--- src/rtl/imem_boot_loader_pkg.sv ---
// Shared types for the instruction-memory boot loader.
//   boot_state_t   : loader FSM states
//   state_accepts  : true for states that take words from the stream
package boot_pkg;

    typedef enum logic [2:0] {
        HDR  = 3'd0,
        LOAD = 3'd1,
        CSUM = 3'd2,
        HOLD = 3'd3,
        RUN  = 3'd4,
        ERR  = 3'd5
    } boot_state_t;

    function automatic logic state_accepts(input boot_state_t s);
        return (s == HDR) || (s == LOAD) || (s == CSUM);
    endfunction

endpackage

--- src/rtl/imem_boot_loader.sv ---
// Boot loader sitting in front of the 5-stage RISC-V core.
// Takes a framed program image from a valid/ready word stream
// (header N, N payload words, checksum word), writes the payload into
// instruction memory, checks the additive checksum, and holds the core in
// reset until the image is verified.
//
// Ports
//   clk, rst                     single clock, synchronous active-high reset
//   s_valid/s_ready/s_data       input word stream
//   imem_we/imem_addr/imem_wdata instruction memory write port (byte address)
//   cpu_rst_n                    active-low reset to the core
//   boot_done                    image verified, core running (sticky)
//   boot_err                     oversize header or bad checksum (sticky)
//
// state | meaning
// ------+------------------------------------------------------------
// HDR   | waiting for the header word (payload word count N)
// LOAD  | accepting payload words and writing them to imem
// CSUM  | waiting for the checksum word
// HOLD  | checksum good, core still held in reset for RST_HOLD cycles
// RUN   | core released, boot complete
// ERR   | oversize header or checksum mismatch, core held in reset
module imem_boot_loader
    import boot_pkg::*;
#(
    parameter int unsigned             ADDR_WIDTH = 32,
    parameter int unsigned             DAT_WIDTH  = 32,
    parameter int unsigned             DEPTH      = 1024,
    parameter logic [ADDR_WIDTH-1:0]   BASE_ADDR  = '0,
    parameter int unsigned             RST_HOLD   = 4
) (
    input  logic                  clk,
    input  logic                  rst,
    input  logic                  s_valid,
    output logic                  s_ready,
    input  logic [DAT_WIDTH-1:0]  s_data,
    output logic                  imem_we,
    output logic [ADDR_WIDTH-1:0] imem_addr,
    output logic [DAT_WIDTH-1:0]  imem_wdata,
    output logic                  cpu_rst_n,
    output logic                  boot_done,
    output logic                  boot_err
);

    // idx must be able to reach DEPTH itself so a full image never wraps.
    localparam int IDX_W  = $clog2(DEPTH + 1);
    localparam int HOLD_W = $clog2(RST_HOLD + 1);

    boot_state_t          state;
    boot_state_t          state_nxt;
    logic [IDX_W-1:0]     idx;
    logic [IDX_W-1:0]     n_words;
    logic [DAT_WIDTH-1:0] sum;
    logic [HOLD_W-1:0]    hold_cnt;

    logic                 xfer;
    logic                 hdr_too_big;
    logic                 hdr_empty;
    logic                 last_word;
    logic                 csum_ok;

    assign xfer        = s_valid && s_ready;
    assign hdr_too_big = s_data > DAT_WIDTH'(DEPTH);
    assign hdr_empty   = (s_data == '0);
    assign last_word   = (idx == (n_words - IDX_W'(1)));
    assign csum_ok     = (s_data == sum);

    always_ff @(posedge clk) begin
        if (rst) begin
            state <= HDR;
        end else begin
            state <= state_nxt;
        end
    end

    always_comb begin
        state_nxt = state;
        case (state)
            HDR: begin
                if (xfer) begin
                    if (hdr_too_big) begin
                        state_nxt = ERR;
                    end else if (hdr_empty) begin
                        state_nxt = CSUM;
                    end else begin
                        state_nxt = LOAD;
                    end
                end
            end
            LOAD: begin
                if (xfer && last_word) begin
                    state_nxt = CSUM;
                end
            end
            CSUM: begin
                if (xfer) begin
                    state_nxt = csum_ok ? HOLD : ERR;
                end
            end
            HOLD: begin
                if (hold_cnt == '0) begin
                    state_nxt = RUN;
                end
            end
            RUN:     state_nxt = RUN;
            ERR:     state_nxt = ERR;
            default: state_nxt = HDR;
        endcase
    end

    // s_ready is registered from the next state so it drops on the very
    // cycle the FSM leaves the accepting states and never handshakes a
    // word in HOLD/RUN/ERR. The status outputs follow the current state,
    // which puts the core release RST_HOLD+1 edges after the checksum.
    always_ff @(posedge clk) begin
        if (rst) begin
            idx        <= '0;
            n_words    <= '0;
            sum        <= '0;
            hold_cnt   <= '0;
            s_ready    <= 1'b0;
            imem_we    <= 1'b0;
            imem_addr  <= BASE_ADDR;
            imem_wdata <= '0;
            cpu_rst_n  <= 1'b0;
            boot_done  <= 1'b0;
            boot_err   <= 1'b0;
        end else begin
            s_ready   <= state_accepts(state_nxt);
            imem_we   <= 1'b0;
            cpu_rst_n <= (state == RUN);
            boot_done <= (state == RUN);
            boot_err  <= (state == ERR);

            case (state)
                HDR: begin
                    if (xfer) begin
                        // Upper bits only matter for the oversize check.
                        n_words <= s_data[IDX_W-1:0];
                        idx     <= '0;
                        sum     <= '0;
                    end
                end
                LOAD: begin
                    if (xfer) begin
                        idx        <= idx + IDX_W'(1);
                        sum        <= sum + s_data;
                        imem_we    <= 1'b1;
                        imem_addr  <= BASE_ADDR + (ADDR_WIDTH'(idx) << 2);
                        imem_wdata <= s_data;
                    end
                end
                CSUM: begin
                    if (xfer && csum_ok) begin
                        hold_cnt <= HOLD_W'(RST_HOLD - 1);
                    end
                end
                HOLD: begin
                    if (hold_cnt != '0) begin
                        hold_cnt <= hold_cnt - HOLD_W'(1);
                    end
                end
                default: ;
            endcase
        end
    end

endmodule

--- config.mk ---
export PLATFORM = sky130hd
export DESIGN_NAME = imem_boot_loader
export DESIGN_NICKNAME = d
export VERILOG_FILES = /design/src/rtl/imem_boot_loader_pkg.sv /design/src/rtl/imem_boot_loader.sv
export SDC_FILE = /design/constraint.sdc
export NUM_CORES = 1
export LEC_CHECK = 0
export ABC_CLOCK_PERIOD_IN_PS = 3750
export CAP_MARGIN = 40
export CORE_UTILIZATION = 60
export DETAILED_ROUTE_END_ITERATION = 6
export DONT_BUFFER_PORTS = 1
export PLACE_DENSITY = 0.82
export SETUP_SLACK_MARGIN = 0.4
export SLEW_MARGIN = 0
export SYNTH_ARGS = -nofsm -noshare
export SYNTH_HDL_FRONTEND = slang
export SYNTH_SLANG_ARGS = --single-unit
--- constraint.sdc ---
create_clock -name clk -period 3.75 [get_ports clk]
set_clock_uncertainty 0.15 [all_clocks]
set_input_delay 0.75 -clock clk [delete_from_list [all_inputs] [get_ports clk]]
set_output_delay 0.75 -clock clk [all_outputs]
set_load 0.01 [all_outputs]
Yosys cells after proc, flatten, opt, wreduce, memory -nomap -nowiden:

Cells that the tools add are included.

* output and inout bits: 69
* input port bits: 35
* word-level logic and storage cells: 65
* flip-flop bits (word level): 107

* multiplexer cells: 18
* $lt $le $gt $ge: 1
* reductions and logical operators: 17
* $add $sub $neg: 4
* equality and inequality tests: 13
* bitwise operators: 1

Operators by type and width (count)
* 32-bit 2-to-1 mux: 2
* 32-bit one-hot mux with 2 select lines: 1
* 32-bit adder: 1
* 32-bit equality test: 1
* 32-bit by 11-bit > comparator with 1-bit output (second input constant): 1
* 32-bit logical NOT: 1
* 3-bit 2-to-1 mux: 8
* 11-bit 2-to-1 mux: 2
* 11-bit one-hot mux with 2 select lines: 1
* 3-bit one-hot mux with 6 select lines: 1
* 11-bit by 1-bit adder with 11-bit output (second input constant): 1
* 11-bit equality test: 1
* 11-bit by 1-bit subtractor with 11-bit output (second input constant): 1
* 3-bit by 2-bit equality test with 1-bit output (second input constant): 3
* 3-bit logical NOT: 3
* 2-bit != test (second input constant): 4
* 3-bit by 1-bit equality test with 1-bit output (second input constant): 2
* 3-bit equality test (second input constant): 2
* 3-bit one-hot mux with 2 select lines: 1
* 3-bit AND reduction: 2
* 2-bit AND reduction: 2
* 2-bit nonzero test: 2
* 1-bit logical AND: 3
* 3-bit nonzero test: 1
* other kinds (6): 7

Longest topological paths before layout:

* depth after elaboration: 8
* mapped depth: 11
* mapped depth without buffers: 11

Worst setup path before layout:

OpenSTA, ideal clock, no wires.

* kind: input to register
* start: input s_data[0]
* end: register sum[26]
* data required time: 3.483 ns
* setup time: 0.117 ns
* buffers on the path: 0
* cell stages on the path: 10
* slack: 0.537 ns
* arrival: 2.946 ns
* cell sequence: ha_1 fa_1 a211oi_2 nor2_2 o21ai_2 o21ai_4 a31oi_4 o311ai_2 or3_1 a32o_1

* word-level cells in the longest chain between the ends: 3

Ends and longest elaborated chain
* from (decl): RTL line imem_boot_loader.sv:36 `input logic [DAT_WIDTH-1:0] s_data,`
* 32-bit adder: RTL line imem_boot_loader.sv:147 `sum <= sum + s_data;`
* 32-bit 2-to-1 mux: RTL line imem_boot_loader.sv:145 `if (xfer) begin`
* 32-bit one-hot mux with 2 select lines: RTL line imem_boot_loader.sv:135 `case (state)`
* to (signal assigned): RTL line imem_boot_loader.sv:147
* to (decl): RTL line imem_boot_loader.sv:53 `logic [DAT_WIDTH-1:0] sum;`

No other way between the ends. The select of a mux whose other input is x is not followed.
A chain may end at the register's enable or synchronous reset.

Final worst setup path:

* start: input s_data[0]
* end: register sum[28]

The elaborated chain is that of the path after synthesis.

==> impl_metrics.env <==
export IMPL_outcome="complete, no violations"
export IMPL_fp_dieArea_sq_um=10700
export IMPL_drv_cap=0
export IMPL_seqCellArea_sq_um=2140
export IMPL_grt_max_degree=97
export IMPL_n_fill_cell=843
export IMPL_initial_core_util_pct=62.4
export IMPL_hpwl_microns=11300
export IMPL_path_delay_family="compound AO/OA/AOI/OAI gates"
export IMPL_avgSynthCellArea_sq_um=7.92
export IMPL_slowest_delay_ns=0.44
export IMPL_io_pins=104
export IMPL_yosysWarnings=0
export IMPL_rsz0062_at_grt="no"
export IMPL_avgViaCountPerCell=6.26
export IMPL_die_w_microns=103
export IMPL_slew_viol_final=0
export IMPL_synth_seq_cells=107
export IMPL_power_density_nw_per_um2=346
export IMPL_layout_drive_gt1_share_pct=6.08
export IMPL_design_core_area_sq_um=9860
export IMPL_setup_tns_ns=0
export IMPL_cp_slowest_cell="fa_1"
export IMPL_worstSetupEndpointType="flip-flop"
export IMPL_vias=5569
export IMPL_maxSlewHeadroom_pct=53.2
export IMPL_worstSetupPathType="input port to flip-flop"
export IMPL_synthFlopType="dfxtp_1"
export IMPL_cts_inserted_buffers=9
export IMPL_multi_input_area_sq_um=3720
export IMPL_min_period_ns=3.11
export IMPL_clk_pin_slew_ns=0.10
export IMPL_cts_root_buf="clkbuf_8"
export IMPL_fin_crit_sh_pct=82.9
export IMPL_cp_data_required_time_ns=3.89
export IMPL_setup_viol=0
export IMPL_final_hold_viol_count=0
export IMPL_cts_buffer_depth=2
export IMPL_p_leak_nw=2.52
export IMPL_hp_class="input port to flip-flop"
export IMPL_syn_to_final_growth_pct=3.11
export IMPL_num_rows=36
export IMPL_cts_hold_buf=0
export IMPL_max_freq_mhz=322
export IMPL_async_reset_ff_share_pct=0
export IMPL_drt_pass1_iterations=5
export IMPL_postCtsSetupBuffers=0
export IMPL_antenna_found_initial=0
export IMPL_nets=822
export IMPL_yosysSeqAreaShare_pct=34.8
export IMPL_grt_total_usage_pct=30.3
export IMPL_cp_arrival_ns=3.25
export IMPL_synth_edf_count=0
export IMPL_dieHeight_microns=103
export IMPL_ir_drop_mv=0.261
export IMPL_ant_nets=0
export IMPL_overflow=0
export IMPL_wl_per_cell_microns=17.7
export IMPL_wl_microns=15800
export IMPL_cts_resized=0
export IMPL_numClockSinks=107
export IMPL_yosys_cell_types_count=70
export IMPL_first_iter_violations=379
export IMPL_syn_instance_count=777
export IMPL_grt_pass1_wl_microns=24600
export IMPL_power_total_mw=2.20
export IMPL_portBuffers=0
export IMPL_path_cells="ha_1 -> fa_1 -> a211oi_2 -> nor2_2 -> o21ai_2 -> o21ai_4 -> a31oi_4 -> o311ai_2 -> o41ai_2 -> xnor2_1 -> a22o_1"
export IMPL_crit_path_start_kind="input port"
export IMPL_crit_path_max_fanout=4
export IMPL_netlist_area_sq_um=6150
export IMPL_n_antenna_cell=0
export IMPL_htree_levels=3
export IMPL_cts_tree="yes"
export IMPL_drcViolationCount=0
export IMPL_max_slew_worst_pin_slew_ns=0.703
export IMPL_grt_pass1_vias=5151
export IMPL_routabilityCongestion=0.905
export IMPL_critPathBufInv=0
export IMPL_insertion_delay_ns=0.39
-- cell type report --
| class | instances | area share (%) |
|---|---|---|
| multi-input cells | 613 | 58.7 |
| flip-flops and latches | 107 | 33.8 |
| well taps | 133 | 2.62 |
| clock buffers | 11 | 2.23 |
| repair buffers | 8 | 1.06 |
| clock inverters | 5 | 0.966 |
| inverters | 12 | 0.710 |
-- report_power, final --
group | total (mW) | switching (mW) | internal, mW | leakage, nW
clock network | 0.731 | 0.400 | 0.331 | 0.104
logic | 0.283 | 0.175 | 0.109 | 1.55
registers | 1.18 | 0.0255 | 1.16 | 0.864
total | 2.20 | 0.600 | 1.60 | 2.52
-- worst paths after layout --
path,from,to,slack (ns),cells after the start
worst max-delay path,s_data[0],sum[28],0.64,11
worst min-delay path,rst,imem_wdata[30],0.27,1
worst max register to register,sum[0],sum[28],0.68,11
worst min register to register,n_words[10],n_words[10],0.32,2
-- kinds of logic after synthesis --
family	share of synthesized area (%)
AO/OA/AOI/OAI	22.8
XOR/XNOR	5.98
adder cells (fa/ha/maj)	7.44
buffers and inverters	6.18
flip-flops	34.8
multiplexers	0.183
other	0.0609
AND/OR/NAND/NOR	22.6
-- layer usage --
layer	wire length, microns	vias to the layer above	share of wire, %	track usage [%]
li1	-	2668	-	-
met5	0	-	0	0
met1	6300	2632	40	35.2
met2	7820	230	50	52.0
met4	499	0	3.2	13.5
met3	1150	39	7.3	8.53
-- flip-flops by register name, indices dropped and copies added (netlist names), 3 cells and up --
signal      count
state           3
sum            32
imem_wdata     32
idx            11
imem_addr      11
hold_cnt        3
n_words        11
-- placed cells by master (no fill, tap or decap), types with 3 or more instances in the layout --
master / n
a22o_1: 9
and3_1: 11
nor3_1: 19
inv_1: 12
nor2_1: 60
a31oi_1: 10
or3_1: 4
dfxtp_1: 107
ha_1: 35
clkbuf_8: 10
o21bai_1: 3
conb_1: 21
nand2_1: 133
nand3b_1: 5
or4_1: 5
nand2b_1: 9
nor2b_1: 3
o21ai_1: 5
nand3_1: 8
a211oi_1: 7
o21ai_0: 19
nand4_1: 9
or2_2: 3
a21o_1: 17
xnor2_1: 27
xor2_1: 15
a22oi_1: 19
a21oi_1: 91
nor4_1: 14
o21a_1: 4
buf_4: 7
-- per-stage QoR --
stage	cells	setup slack [ns]	hold WS [ns]	area [sq um]	util (%)
6_report	889	0.642	0.268	6350	64.3
5_1_grt	889	0.556	0.244	6350	64.3
3_3_place_gp	872	0.414	0.295	6130	62.1
4_1_cts	889	0.679	0.253	6350	64.3
3_5_place_dp	873	0.271	0.305	6140	62.3
2_1_floorplan	797	0.537	0.293	6230	-
-- synth_stat cells, types with 4 or more instances --
cell	number	area, sq um
a22oi_1	19	143
nand2b_1	9	56.3
and3_1	11	68.8
nor4_1	15	93.8
o21a_1	4	30.0
nand3b_1	5	37.5
a21o_1	17	128
a211oi_1	7	52.6
nand3_1	8	40.0
xnor2_1	27	236
a31oi_1	10	62.6
a22o_1	9	78.8
nor3_1	20	100
buf_1	4	15.0
or3_1	5	31.3
buf_4	22	165
o21ai_0	19	95.1
o21ai_1	5	25.0
dfxtp_1	107	2140
nor2_1	61	229
nand4_1	9	56.3
a21oi_1	91	455
clkbuf_1	32	120
nand2_1	133	499
xor2_1	15	131
ha_1	35	438
inv_1	12	45.0
buf_2	6	30.0
or4_1	5	37.5
Note: power is estimated with default switching activity, not from simulation.
